`src/rtl/knap_search.sv`:
```
// Exhaustive 0/1 knapsack search: one subset per cycle, keeping the best-valued
// subset that meets the value floor and weight ceiling, plus a count of valid subsets.
module knap_search #(
  parameter int N_ITEMS = 5,
  parameter int ITEM_W  = 8,
  parameter int SUM_W   = 16
) (
  input  logic                        clk,
  input  logic                        rst,
  input  logic                        start,
  input  logic                        abort,
  input  logic [N_ITEMS*ITEM_W-1:0]   values,
  input  logic [N_ITEMS*ITEM_W-1:0]   weights,
  input  logic [SUM_W-1:0]            min_value,
  input  logic [SUM_W-1:0]            max_weight,
  output logic                        busy,
  output logic                        done,
  output logic                        found,
  output logic [N_ITEMS-1:0]          best_sel,
  output logic [SUM_W-1:0]            best_value,
  output logic [SUM_W-1:0]            best_weight,
  output logic [N_ITEMS:0]            valid_count
);

  localparam logic [1:0] IDLE = 2'd0;
  localparam logic [1:0] SCAN = 2'd1;
  localparam logic [1:0] DONE = 2'd2;

  logic [1:0]                  state;
  logic [N_ITEMS-1:0]          cand;
  logic [N_ITEMS*ITEM_W-1:0]   val_r;
  logic [N_ITEMS*ITEM_W-1:0]   wt_r;
  logic [SUM_W-1:0]            minv_r;
  logic [SUM_W-1:0]            maxw_r;
  logic [SUM_W-1:0]            tv;
  logic [SUM_W-1:0]            tw;
  logic                        cand_ok;
  logic                        take;

  always_comb begin
    tv = '0;
    tw = '0;
    for (int unsigned i = 0; i < N_ITEMS; i++) begin
      if (cand[i]) begin
        tv = tv + SUM_W'(val_r[i*ITEM_W +: ITEM_W]);
        tw = tw + SUM_W'(wt_r[i*ITEM_W +: ITEM_W]);
      end
    end
  end

  // An empty count means no best yet, so a zero-valued first hit still registers.
  assign cand_ok = (tv >= minv_r) && (tw <= maxw_r);
  assign take    = cand_ok && ((valid_count == '0) || (tv > best_value));

  assign busy  = (state == SCAN);
  assign done  = (state == DONE);
  assign found = (valid_count != '0);

  always_ff @(posedge clk) begin
    if (rst) begin
      state       <= IDLE;
      cand        <= '0;
      val_r       <= '0;
      wt_r        <= '0;
      minv_r      <= '0;
      maxw_r      <= '0;
      best_sel    <= '0;
      best_value  <= '0;
      best_weight <= '0;
      valid_count <= '0;
    end else begin
      case (state)
        IDLE: begin
          if (start && !abort) begin
            val_r       <= values;
            wt_r        <= weights;
            minv_r      <= min_value;
            maxw_r      <= max_weight;
            cand        <= '0;
            best_sel    <= '0;
            best_value  <= '0;
            best_weight <= '0;
            valid_count <= '0;
            state       <= SCAN;
          end
        end
        SCAN: begin
          if (abort) begin
            cand        <= '0;
            best_sel    <= '0;
            best_value  <= '0;
            best_weight <= '0;
            valid_count <= '0;
            state       <= IDLE;
          end else begin
            if (cand_ok) valid_count <= valid_count + (N_ITEMS+1)'(1);
            if (take) begin
              best_sel    <= cand;
              best_value  <= tv;
              best_weight <= tw;
            end
            cand <= cand + N_ITEMS'(1);
            if (cand == '1) state <= DONE;
          end
        end
        DONE:    state <= IDLE;
        default: state <= IDLE;
      endcase
    end
  end

endmodule

```
`config.mk`:
```
export PLATFORM = sky130hd
export DESIGN_NAME = knap_search
export DESIGN_NICKNAME = d
export VERILOG_FILES = /design/src/rtl/knap_search.sv
export SDC_FILE = /design/constraint.sdc
export NUM_CORES = 1
export LEC_CHECK = 0
export ABC_AREA = 0
export CAP_MARGIN = 20
export CORE_MARGIN = 1
export CORE_UTILIZATION = 55
export DETAILED_ROUTE_END_ITERATION = 6
export PLACE_DENSITY_LB_ADDON = 0.25
export RECOVER_POWER = 100
export SLEW_MARGIN = 20
export SYNTH_ARGS = -nofsm -noshare
export SYNTH_HDL_FRONTEND = slang
export SYNTH_SLANG_ARGS = --single-unit
```
`constraint.sdc`:
```
create_clock -name clk -period 10.76 [get_ports clk]
set_clock_uncertainty 0.15 [all_clocks]
set_input_delay 2.152 -clock clk [delete_from_list [all_inputs] [get_ports clk]]
set_output_delay 2.152 -clock clk [all_outputs]
set_load 0.05 [all_outputs]
```
Word level (Yosys, flattened, before mapping). Index checks and enable logic that the tools add are counted. W data, S select, Z words.

Register bits: 162. Bits in latches: 0. Bits in writable memories: 0. ROM bits: 0. Bits of input ports: 116. Logic and storage cells: 75. Memories: 0.

Add/sub/neg operators: 10. $mul: 0. Div/mod/pow operators: 0. Magnitude comparators: 3. Eq/ne operators: 7. Shifts and indexed selects: 0. Mux-type cells: 31. Bitwise gates (word level): 0. Reduce and logical (&&, ||, !) cells: 14.

Operator list (count): $mux W16 (13); $add A16 B8 Y16 (8); $pmux W16 S2 (2); $mux W5 (4); $pmux W5 S2 (2); $mux W6 (3); $ge A16 B16 Y1 (1); $gt A16 B16 Y1 (1); $le A16 B16 Y1 (1); $mux W8 (2); $pmux W6 S2 (1); $ne A3 B2 Y1 const B (3); $add A6 B1 Y6 const B (1); $logic_not A6 Y1 (1); $mux W2 (3); $reduce_and A2 Y1 (3); $reduce_and A3 Y1 (2); $reduce_bool A6 Y1 (1); $add A5 B1 Y5 const B (1); $eq A5 B5 Y1 const B (1); $pmux W2 S2 (1); $logic_and A1 B1 Y1 (3); $eq A2 B1 Y1 const B (1); $eq A2 B2 Y1 const B (1); 5 further kinds (5).

Logic depth before layout (Yosys ltp).
Depth in word-level cells: 15. Gate-level depth with buffers: 44. Depth with buffers taken out: 41.

Worst setup path after synthesis. No wires, ideal clock.

Path type: reg2reg. Start: register cand[0]. End: register best_value[7]. Setup time: 0.132 ns. Arrival: 7.806 ns. Required time: 10.478 ns. Slack: 2.672 ns. Stages on the path, launching flop included: 44. Path buffers: 3. Cells stage by stage: dfxtp_1 -> clkbuf_1 -> nand2_1 -> inv_1 -> ha_1 -> a21o_1 -> maj3_2 -> xor2_1 -> nand2_1 -> xor2_1 -> ha_1 -> nand2_1 -> o211ai_1 -> a21oi_1 -> xnor2_1 -> a22oi_1 -> o21ai_1 -> ha_1 -> (+8 left out) -> and3_1 -> nand3_1 -> and3_2 -> clkbuf_1 -> or3_1 -> nand2_1 -> nor4_1 -> a211o_1 -> ha_1 -> and4_1 -> o211ai_1 -> o211ai_1 -> a21oi_1 -> o21a_1 -> a311oi_2 -> buf_2 -> mux2i_1 -> a21oi_1.

Longest elaborated chain between the ends: 14.

RTL lines: start: declaration (RTL line 30) `logic [N_ITEMS-1:0] cand;`; start signal: assignment (RTL line 102) `cand <= cand + N_ITEMS'(1);`; $mux W8 (RTL line 44) `if (cand[i]) begin`; $add A16 B8 Y16, on equally long branches (RTL line 45, 46); $mux W16 (RTL line 44); $add A16 B8 Y16, on equally long branches (RTL line 45, 46); $mux W16 (RTL line 44); $add A16 B8 Y16, on equally long branches (RTL line 45, 46); $mux W16 (RTL line 44); $add A16 B8 Y16, on equally long branches (RTL line 45, 46); $mux W16 (RTL line 44); $ge A16 B16 Y1, or another cell as far along (RTL line 52) `assign cand_ok = (tv >= minv_r) && (tw <= maxw_r);`; $logic_and A1 B1 Y1 or $logic_or A1 B1 Y1 (tied branches) (RTL line 52, 53); $logic_and A1 B1 Y1 (RTL line 53) `assign take = cand_ok && ((valid_count == '0) || (tv > best_value));`; $ne A3 B2 Y1 (no line); $reduce_and A3 Y1 (no line); end signal: assignment (RTL line 99) `best_value <= tv;`; end: declaration (RTL line 20) `output logic [SUM_W-1:0] best_value,`.

Parallel ways exist; a longest one is shown, timed or not. The select of a mux whose other input is x is not followed. A chain may end at the register's enable or synchronous reset.

Final worst setup path.
Start: register cand[0]. End: register best_weight[10].

Longest elaborated chain between the ends: 14.

RTL lines: $mux W8 (RTL line 44); $add A16 B8 Y16, on equally long branches (RTL line 45, 46); $mux W16 (RTL line 44); $add A16 B8 Y16, on equally long branches (RTL line 45, 46); $mux W16 (RTL line 44); $add A16 B8 Y16, on equally long branches (RTL line 45, 46); $mux W16 (RTL line 44); $add A16 B8 Y16, on equally long branches (RTL line 45, 46); $mux W16 (RTL line 44); $ge A16 B16 Y1, or another cell as far along (RTL line 52); $logic_and A1 B1 Y1 or $logic_or A1 B1 Y1 (tied branches) (RTL line 52, 53); $logic_and A1 B1 Y1 (RTL line 53); $ne A3 B2 Y1 (no line); $reduce_and A3 Y1 (no line); end signal: assignment (RTL line 100) `best_weight <= tw;`; end: declaration (RTL line 21) `output logic [SUM_W-1:0] best_weight,`.

Parallel ways exist; a longest one is shown, timed or not. The select of a mux whose other input is x is not followed.

==> key figures <==
Worst setup path
  – WS Path Type: flip-flop to flip-flop
  – R2R Path End: best_weight[10]
  – Crit path from: cand[0]
  – Critical Path Start Type: flip-flop
  – Crit-path slowest cell: dfxtp_1
  – Crit Path Max Fanout: 46
  – Worst Reg-to-Reg Cells: 41
  – CP Capture Type: flip-flop
  – Worst Path Arrival: 9.92 ns
  – Register-to-register path setup slack: 1.01 ns
  – CP Data Required Time: around 11 ns
  – CP peak stage delay: 0.87 ns
  – Reg-to-reg startpoint: cand[0]

STA
  – # setup viols final: 0
  – Tcrit/Tclk final: between 90% and 100%
  – Total negative slack: 0 ns
  – Final min period: 9.75 ns
  – PnR worst setup slack: 1.01 ns
  – Final Hold Viols: 0
  – Fmax: 103 MHz
  – Final slew viol count: 115
  – Slew @ Worst Pin: about 4.7 ns
  – RSZ-0062 raised after global routing: false
  – Rel. slew slack: -216%

Finish
  – Nets: around 1.7k
  – Most frequent cells in the layout: nand2_1 (286), a21oi_1 (170), dfxtp_1 (154)
  – Final instance area: 12600 µm²
  – Fillcell total: 1591
  – Ant. Diodes: 0
  – Area Growth Syn to Fin: 20.9%
  – Most common cell after layout, fill and taps aside: nand2_1
  – Non-filler cells, final: between 1.5k and 2k
  – Layout cells sized above 1: between 5 and 6%

Clock tree
  – CTS Hold Bufs: 0
  – Max clock buf depth: 2
  – Clock latency on the worst-skew pair: 0.43 ns
  – CTS resizes: 0
  – CTS Sinks: 154
  – Postcts setup bufs: 0
  – Root buffer cell: clkbuf_16
  – H-tree depth: 4
  – Reg clk slew, reported paths: 0.07 ns
  – CTS tree: built
  – CTS Buf Count: 17

Floorplan
  – Die width: 140 µm
  – Area of the core: approximately 19000 µm²
  – DIE HEIGHT: 140 µm
  – Site Rows: 50
  – I/O Pins: between 150 and 200
  – Die area: 19600 µm²
  – Initial Util: between 50 and 60%

GRT
  – Initial antenna violation count: 0
  – Largest net degree at the start of global routing: about 120
  – Global-route wire length before repair: 44300 µm
  – GRT overflow: 0
  – GRT Overall Usage: 28.3%
  – Vias in the first global route: between 9k and 10k

Yosys
  – Synthesis warning total: 0
  – Cell count after synthesis: 1350
  – Sequential area share after synthesis: about 30%
  – Ys async rst share: 0%
  – Library cells used by synthesis: 84
  – Netlist Area Pre-Place: 10500 µm²
  – Syn_area_per_cell: slightly below 8 µm²
  – Yosys reg bits: 154
  – EDFF count, synth: 0
  – Top_reg_cell synth: dfxtp_1

Power
  – Pwr Density: 110 nW/µm²
  – Total chip power: 1.39 mW
  – Leakage power: 5.27 nW
  – Worst IR Drop VDD: 0.000118 V

Placement
  – Port Buffers: ~150
  – Final Wtd Congestion: 0.943
  – Dpl cell area: about 12000 µm²
  – Placed Instances: 1680
  – Pre-CTS setup slack: 1.46 ns
  – Dpl hpwl: approximately 20000 µm

Hold path
  – Hold path cells: 2
  – Hold Startpoint: maxw_r[14]
  – Hold Crit Class: flip-flop to flip-flop
  – Min-Delay Endpoint: maxw_r[14]

Job
  – MaxCap Viol Count: 1

Detailed routing
  – Avg Vias per Cell: ~5.7
  – Remaining DRCs: 0
  – Routed Antenna Nets: 0
  – Wire per inst: 16.0 µm
  – Final wirelength: between 20000 and 30000 µm
  – Initial drt markers: 516
  – Vias: 9830
  – First-pass iteration count of the detailed router: 5

Outcome
  – Status: finished, violations left
  – Failing checks: max-capacitance violations, max-slew violations
[kinds of logic after synthesis]
kind of cell / synth area share, %
simple gates: 21.1
other cells: 0.0359
xor+xnor: 3.84
compound gates: 22.3
fa+ha+maj: 14.0
buf+inv: 5.98
flops: 29.5
mux: 3.16
[per-stage QoR]
stage | hold slack [ns] | utilization (%)
floorplan | 0.281 | -
global placement | 0.291 | 64.6
detailed placement | 0.296 | 64.8
CTS | 0.305 | 67.9
global route | 0.320 | 67.8
finish | 0.304 | 67.8
[sequential cells by signal, summed over array words and instances (netlist names), 6 cells and up]
name and cells:
wt_r 40, valid_count 6, maxw_r 16, val_r 40, best_weight 12, minv_r 16, best_value 12
[how the worst max path moves through the flow]
| stage | to | slack, ns | depth (start not counted) |
|---|---|---|---|
| 6_report | best_weight[10] | 1.01 | 41 |
| 5_1_grt | best_weight[4] | 0.37 | 41 |
| 4_1_cts | best_weight[10] | 1.33 | 39 |
| 3_5_place_dp | best_weight[10] | 1.46 | 41 |
| 3_3_place_gp | best_value[9] | 1.84 | 41 |
| 2_1_floorplan | best_value[7] | 2.67 | 43 |
[synth_stat cells (all sizes together), types with 20 or more instances]
cell      n  area (µm²)
o21ai    46         230
dfxtp   154        3080
xnor2    26         228
nand2   286        1070
nand2b   23         144
nand3    31         155
nor2     69         262
clkbuf   61         239
a211oi   21         158
a21oi   170         851
a21o     20         151
inv      71         267
ha      102        1280
[power by group]
group          switching (mW)  internal (mW)  total (mW)
combinational          0.0945         0.0840       0.178
sequential             0.0162          0.590       0.607
clock                   0.270          0.335       0.604
[layout make-up]
class                      count  area [µm²]  area share [%]
multi-input combinational   1057        6790            53.7
clock buffer                  18         439            3.47
tap                          234         293            2.32
clock inverter                14         149            1.18
sequential                   154        3080            24.4
timing repair buffer         162        1610            12.8
inverter                      73         274            2.17
[per-layer routing]
layer | part of all wire (%) | global-route usage [%] | up-vias | wire length, µm
met4 | 3.3 | 12.3 | 0 | 905
met5 | 0 | 0 | - | 0
li1 | - | - | 4923 | -
met2 | 45 | 45.6 | 290 | 12200
met1 | 47 | 37.2 | 4563 | 12800
met3 | 5.1 | 4.75 | 54 | 1410
[critical path, delay by kind of cell (launching register included)]
family / cells / cell delay (ns)
AOI/OAI and AO/OA: 15 / 3.10
and+or+nand+nor: 13 / 2.13
adders and majority gates: 6 / 1.92
DFF: 1 / 0.87
buffers and inverters: 3 / 0.76
xor gates and xnor gates: 4 / 0.70
Note: power is estimated with default switching activity, not from simulation.
